`src/rtl/counter_sequencer_pkg.sv`:
```
// Shared types and constants for the counter sequencer.
package counter_sequencer_pkg;

  // Width of the shared sequence counter value.
  localparam int CTR_W = 3;

  // Controller states; encodings match the original header.
  typedef enum logic [1:0] {
    IDLE = 2'd0,
    RUN  = 2'd1,
    DONE = 2'd2
  } state_t;

endpackage

```
`src/rtl/counter_sequencer_rr_arbiter.sv`:
```
// Round-robin arbiter: one-hot winner from the current priority pointer.
module rr_arbiter #(
  parameter int NREQ = 2
) (
  input  logic            clock,
  input  logic            reset_n,
  input  logic [NREQ-1:0] req,
  input  logic            advance,
  output logic [NREQ-1:0] gnt_next
);

  localparam int PW = (NREQ > 2) ? $clog2(NREQ) : 1;

  logic [PW-1:0] ptr;
  logic [PW-1:0] ptr_after;

  // Scan from the pointer upward; the first active request wins.
  always_comb begin
    int unsigned idx;
    logic        found;
    gnt_next  = '0;
    ptr_after = ptr;
    found     = 1'b0;
    idx       = 0;
    for (int unsigned k = 0; k < NREQ; k++) begin
      idx = (32'(ptr) + k) % NREQ;
      if (!found && req[idx]) begin
        gnt_next[idx] = 1'b1;
        ptr_after     = PW'((idx + 1) % NREQ);
        found         = 1'b1;
      end
    end
  end

  // Priority moves to the requester after the winner once a grant is taken.
  always_ff @(posedge clock or negedge reset_n) begin
    if (!reset_n) begin
      ptr <= '0;
    end else if (advance) begin
      ptr <= ptr_after;
    end
  end

endmodule

```
`src/rtl/counter_sequencer.sv`:
```
// Time-shares one sequence counter between NREQ requesters, streaming
// the sampled values back tagged with the owning requester.
module counter_sequencer
  import counter_sequencer_pkg::*;
#(
  parameter int  NREQ  = 2,
  parameter int  LEN_W = 4,
  localparam int OWN_W = (NREQ > 2) ? $clog2(NREQ) : 1
) (
  input  logic                  clock,
  input  logic                  reset_n,
  input  logic [NREQ-1:0]       req,
  input  logic [NREQ*LEN_W-1:0] req_len,
  input  logic [NREQ-1:0]       req_mode,
  output logic [NREQ-1:0]       gnt,
  output logic [NREQ-1:0]       done,
  output logic                  busy,
  output logic                  out_valid,
  output logic [CTR_W-1:0]      out_data,
  output logic [OWN_W-1:0]      out_owner,
  output logic                  ctr_reset,
  output logic                  ctr_inorder,
  input  logic [CTR_W-1:0]      ctr_count
);

  state_t             state, state_d;
  logic [OWN_W-1:0]   owner, owner_d;
  logic [LEN_W:0]     rem, rem_d;
  logic [NREQ-1:0]    gnt_d, done_d, win;
  logic               busy_d, out_valid_d, ctr_reset_d, ctr_inorder_d;
  logic [CTR_W-1:0]   out_data_d;
  logic [OWN_W-1:0]   out_owner_d, win_idx;
  logic [LEN_W-1:0]   win_len;
  logic               advance;

  // busy still high in IDLE marks the cycle right after done; no grant
  // there, which provides the mandatory idle gap between runs.
  assign advance = (state == IDLE) && !busy && (|req);

  rr_arbiter #(.NREQ(NREQ)) u_arb (
    .clock    (clock),
    .reset_n  (reset_n),
    .req      (req),
    .advance  (advance),
    .gnt_next (win)
  );

  // Encode the one-hot winner and fetch its requested length.
  always_comb begin
    win_idx = '0;
    for (int unsigned i = 0; i < NREQ; i++) begin
      if (win[i]) win_idx = OWN_W'(i);
    end
    win_len = req_len[win_idx*LEN_W +: LEN_W];
  end

  // Next-state and next-output logic; every output is registered below.
  always_comb begin
    state_d       = state;
    owner_d       = owner;
    rem_d         = rem;
    gnt_d         = '0;
    done_d        = '0;
    busy_d        = busy;
    out_valid_d   = 1'b0;
    out_data_d    = out_data;
    out_owner_d   = out_owner;
    ctr_reset_d   = ctr_reset;
    ctr_inorder_d = ctr_inorder;
    case (state)
      IDLE: begin
        ctr_reset_d = 1'b1;
        if (busy) begin
          busy_d = 1'b0;
        end else if (advance) begin
          gnt_d         = win;
          busy_d        = 1'b1;
          owner_d       = win_idx;
          rem_d         = (win_len == '0) ? (LEN_W+1)'(1 << LEN_W) : {1'b0, win_len};
          ctr_inorder_d = req_mode[win_idx];
          ctr_reset_d   = 1'b0;
          state_d       = RUN;
        end
      end
      RUN: begin
        out_valid_d = 1'b1;
        out_data_d  = ctr_count;
        out_owner_d = owner;
        rem_d       = rem - 1'b1;
        if (rem == (LEN_W+1)'(1)) begin
          ctr_reset_d = 1'b1;
          state_d     = DONE;
        end
      end
      DONE: begin
        done_d[owner] = 1'b1;
        ctr_inorder_d = 1'b0;
        state_d       = IDLE;
      end
      default: state_d = IDLE;
    endcase
  end

  // State and output registers; reset drops any run in progress.
  always_ff @(posedge clock or negedge reset_n) begin
    if (!reset_n) begin
      state       <= IDLE;
      owner       <= '0;
      rem         <= '0;
      gnt         <= '0;
      done        <= '0;
      busy        <= 1'b0;
      out_valid   <= 1'b0;
      out_data    <= '0;
      out_owner   <= '0;
      ctr_reset   <= 1'b1;
      ctr_inorder <= 1'b0;
    end else begin
      state       <= state_d;
      owner       <= owner_d;
      rem         <= rem_d;
      gnt         <= gnt_d;
      done        <= done_d;
      busy        <= busy_d;
      out_valid   <= out_valid_d;
      out_data    <= out_data_d;
      out_owner   <= out_owner_d;
      ctr_reset   <= ctr_reset_d;
      ctr_inorder <= ctr_inorder_d;
    end
  end

endmodule

```
`config.mk`:
```
export PLATFORM = sky130hd
export DESIGN_NAME = counter_sequencer
export DESIGN_NICKNAME = d
export VERILOG_FILES = /design/src/rtl/counter_sequencer_pkg.sv /design/src/rtl/counter_sequencer_rr_arbiter.sv /design/src/rtl/counter_sequencer.sv
export SDC_FILE = /design/constraint.sdc
export NUM_CORES = 1
export LEC_CHECK = 0
export ABC_AREA = 1
export CORE_MARGIN = 3
export CORE_UTILIZATION = 46
export CTS_CLUSTER_SIZE = 12
export DETAILED_ROUTE_END_ITERATION = 8
export GPL_TIMING_DRIVEN = 0
export HOLD_SLACK_MARGIN = 0.06
export PLACE_DENSITY = 0.77
export SKIP_LAST_GASP = 1
export SYNTH_ARGS = -nofsm -noshare
export SYNTH_HDL_FRONTEND = slang
export SYNTH_SLANG_ARGS = --single-unit
```
`constraint.sdc`:
```
create_clock -name clock -period 1.3 [get_ports clock]
set_input_delay 0.13 -clock clock [delete_from_list [all_inputs] [get_ports clock]]
set_output_delay 0.13 -clock clock [all_outputs]
set_load 0.01 [all_outputs]
```
* Word-level counts from Yosys, hierarchy flattened
Cells that the tools add are included.
** Cells by class
- Add/subtract/negate cells :: 3
- Order comparisons :: 7
- Equality and inequality tests :: 6
- Shifts and indexed selects :: 1
- Mux-type cells :: 40
- Bitwise logic cells :: 2
- Reduce and logical (&&, ||, !) cells :: 20
** Operators by type and width (count)
- 1-bit 2-to-1 mux :: 21
- 2-bit 2-to-1 mux :: 9
- 5-bit 2-to-1 mux :: 3
- 3-bit AND reduction :: 4
- 5-bit case mux with 2 select lines :: 1
- 1-bit by 2-bit less-than comparator with 1-bit output (second input constant) :: 4
- 8-bit by 4-bit indexed part select with 4-bit output :: 1
- 1-bit logical AND :: 6
- 2-bit inequality test (second input constant) :: 3
- 2-bit nonzero test :: 3
- 5-bit by 1-bit equality test with 1-bit output (second input constant) :: 1
- 5-bit by 1-bit subtractor with 5-bit output (second input constant) :: 1
- 4-bit zero test :: 1
- 1-bit case mux with 2 select lines :: 2
- 2-bit case mux with 2 select lines :: 1
- 2-bit AND reduction :: 2
- 1-bit demux with 1-bit select :: 3
- 1-bit >= comparator (second input constant) :: 3
- 1-bit adder (second input constant) :: 2
- 2-bit by 1-bit equality test with 1-bit output (second input constant) :: 1
- 2-bit equality test (second input constant) :: 1
- 1-bit zero test :: 2
- 2-bit zero test :: 1
- 2-bit OR :: 1
- other kinds (2) :: 2
** Storage, ports and cells
- Register bits :: 21
- Input port bits :: 17
- Output and inout port bits :: 12
- Logic and storage cells :: 91

* Logic depth before layout (Yosys ltp)
- Depth in word-level cells :: 14
- Mapped depth :: 9
- Mapped depth without buffers :: 9

* By module
A second synthesis with hierarchy kept.
** Second synthesis, totals
- Cell total of the unflattened synthesis :: 119
- Area, all modules :: 1018.5 um^2
** By module, submodules not included
- counter_sequencer :: times used 1, cells each 111, area each 958.4 um^2, sequential area each 501.7 um^2
- rr_arbiter :: times used 1, cells each 8, area each 60.1 um^2, sequential area each 25.0 um^2

* Worst setup path after synthesis
OpenSTA, ideal clock, no wires.
- Path type :: register -> register
- Start :: register rem[0]
- End :: register rem[2]
- Setup time :: 0.122 ns
- Arrival :: 0.954 ns
- Data required time :: 1.178 ns
- Slack :: 0.224 ns
- Cell stages (with the launch flop) :: 7
- Buffers on the path :: 0
- Period minus slack after synthesis :: 1.076 ns
- Path through :: dfrtp_1 > inv_1 > ha_1 > a21oi_1 > o21ai_0 > o21ai_1 > o21ai_1
** Between the ends
- Longest elaborated chain between the ends :: 2
** RTL lines
- start: declaration :: RTL line counter_sequencer.sv:28 : logic [LEN_W:0] rem, rem_d;
- start signal: assignment :: RTL line counter_sequencer.sv:121 : rem <= rem_d;
- 5-bit by 1-bit subtractor with 5-bit output :: RTL line counter_sequencer.sv:89 : rem_d = rem - 1'b1;
- 5-bit case mux with 2 select lines :: RTL line counter_sequencer.sv:70 : case (state)
Every way passes these cells.
A chain may end at the register's enable or synchronous reset.

* Final worst setup path
- Start :: register ctr_reset
- End :: output ctr_reset
** RTL lines
- start: declaration :: RTL line counter_sequencer.sv:21 : output logic ctr_reset,
- start signal: assignment :: RTL line counter_sequencer.sv:128 : ctr_reset <= ctr_reset_d;
No word-level cell between the ends.

==> summary.md <==
| Metric | Value |
|---|---|
| Outcome | complete, no violations |
| Mapped Cells | 121 |
| Max-slew violations | 0 |
| VDD IR-drop max | 0.9996 mV |
| Final worst-path cycle share | 94.51% |
| Post-layout util | 66.73% |
| Initial DRC count | 9 |
| Vias in the first global route | 809 |
| First-pass GRT wire length | 3263 um |
| Share of the synthesized area in the top cell type | 48.84% |
| Design area | 1363 um2 |
| CTS buffer count | 3 |
| Crit path required time | 1.17 ns |
| Share of cells above drive strength 1 | 12.99% |
| Finished Layout Cells | 181 |
| Dpl hpwl | 1556 um |
| # Max-Cap Violations | 0 |
| HP Class | in2async |
| Buffers on Ports | 27 |
| Yosys reg bits | 21 |
| Worst setup EP type | primary output |
| Fin crit period | 1.229 ns |
| Total Negative Setup Slacks | 0 ns |
| Nets | 174 |
| Vias per cell | 4.812 |
| Warnings, synthesis | 0 |
| Area leader, netlist | dfrtp_1 |
| Starting density of the core | 50.18% |
| Hold WS | 0.3204 ns |
| Core footprint | 2042 um2 |
| Power Density | 2039 nW/um2 |
| Max_slew headroom | 39.57% |
| Worst-Margin Slew | 0.9036 ns |
| Ant diodes | 0 |
| Crit-path slowest cell | dfstp_2 |
| Sequential-to-total area share from yosys stat | 51.40% |
| Post-Place Cells | 175 |
| Synth Cell Area | 1025 um2 |
| Clk buf depth | 2 |
| DIE AREA | 2830 um2 |
| Clk_lat worst skew | 0.31 ns |
| Worst Skew | 0.006855 ns |
| Pin count of the biggest net entering global routing | 22 |
| RSZ-0062 raised after global routing | true |
| Placed Area | 1329 um2 |
| CTS tree | done |
| GRT Overall Usage | 16.36% |
| Count leader, synth | nand2_1 |
| Worst R2R Path Depth | 7 |
| Endpoints failing setup | 0 |
| Initial antenna violation count | 0 |
| WS Path Type | reg2out |
| RePlAce Congestion | 0.7209 |
| CTS root buffer | clkbuf_4 |
| Reg-to-reg setup timing slack | 0.10 ns |
| DR vias | 871 |
| Post-DRT Antenna Nets | 0 |
| 1st-pass router iterations | 4 |
| CP Launch Type | flop |
| Clk sinks | 21 |
| Final setup margin | 0.07135 ns |
| Synth area leaders | dfrtp_1, nand2_1, nor2_1 |
| Critical path's top delay family | flip-flops |
| Distinct cell type count of the synthesized netlist | 22 |
| Levels on crit path | 1 |
| Fmax | 813.9 MHz |
| Leakage | 0.6955 nW |
| Synth top cells by count | nand2_1, dfrtp_1, nor2_1 |
| Post-synth EDFFs | 0 |
| Syn_nets | 140 |
| Clock-pin transition on the worst setup and hold timing paths | 0.11 ns |
| Crit-path max cell delay | 0.54 ns |
| Fin. Hold Viols | 0 |
| DIE HEIGHT | 53.20 um |
| Syn Area/Cell | 8.469 um2 |
| Critical path fanouts, max | 2 |
| DRC | 0 |
| Gr ovfl total | 0 |
| # H-tree levels | 1 |
| Share of flip-flops with an asynchronous set or reset | 100.0% |
| Chip width | 53.20 um |
| Worst-path cell chain | dlygate4sd2_1 |
| Wirelength per Cell | 11.07 um |
| Area growth from synthesis to layout | 32.97% |
| Io pins | 29 |
| CP arrival | 1.10 ns |
| Total power | 2.778 mW |
| WL final | 2004 um |
| Main synth FF type | dfrtp_1 |
| Critical path buffer and inverter count | 1 |
| Row count | 16 |
| Dpl ws | -0.04933 ns |
-- cells by family (layout without fill, tap and decap cells) --
kind of cell               count (synthesis)  after routing  synth area share, %
AOI/OAI and AO/OA                         18             18                9.401
adders and majority gates                  2              2                2.442
buffers and inverters                     15             48                7.081
DFF                                       21             21                51.40
muxes                                      1              1               0.9768
and+or+nand+nor                           64             64                28.69
-- final timing paths --
| path | startpoint | endpoint |
|---|---|---|
| min reg2reg | owner$_DFFE_PN0P_ | done[0]$_DFF_PN0_ |
| max | ctr_reset$_DFFE_PN1P_ | ctr_reset |
| min | reset_n | out_owner$_DFFE_PN0P_ |
| min in group clock | ctr_count[2] | out_data[2]$_DFFE_PN0P_ |
| max in group asynchronous | reset_n | gnt[0]$_DFF_PN0_ |
| max reg2reg | state[1]$_DFFE_PN0P_ | rem[4]$_DFFE_PN0P_ |
-- placed cells by master (no fill, tap or decap), types with 2 or more instances in the layout --
cell type,netlist,final
nand3_1,8,8
inv_1,9,9
clkdlybuf4s50_1,0,15
nor2_2,3,2
nor2_1,11,11
o21ai_1,8,8
dlygate4sd2_1,0,12
buf_6,2,2
nand2_4,3,3
clkbuf_4,0,3
nand2_1,35,35
o21ai_0,3,3
ha_1,2,2
a21oi_1,5,5
dfrtp_1,20,20
inv_2,3,3
-- layout make-up --
class	count	area, um2
tap	27	33.78
sequential	21	526.8
timing repair buffer	29	272.8
inverter	13	50.05
buffer	2	22.52
multi-input combinational	85	430.4
clock buffer	4	26.28
fill	188	679.4
-- power breakdown --
group	internal, mW	switching [mW]
Sequential	0.932	0.168
Combinational	0.581	0.784
Clock	0.120	0.192
-- sequential cells by signal (all words and copies together) (netlist names) --
name	cells
rem	5
out_data	3
u_arb.ptr	1
ctr_inorder	1
out_owner	1
done	2
owner	1
gnt	2
ctr_reset	1
out_valid	1
state	2
busy	1
-- metal layers --
metal	global-route usage [%]	part of all wire [%]	vias to the layer above	routed length [um]
met4	8.511	1.7	0	35
met5	0	0	-	0
met1	17.17	43	384	863
met2	29.39	48	32	954
met3	4.225	7.5	5	150
li1	-	-	450	-
-- repair_timing --
item / in CTS / in global routing
endpoints found under the hold margin: 1 / 0
cloned: 0 / 0
setup endpoints to repair: 12 / 3
hold buffers: 1 / 0
setup buffers: 0 / 1
gates resized for setup: 12 / 1
No activity file was read; power rests on OpenSTA's default activity.
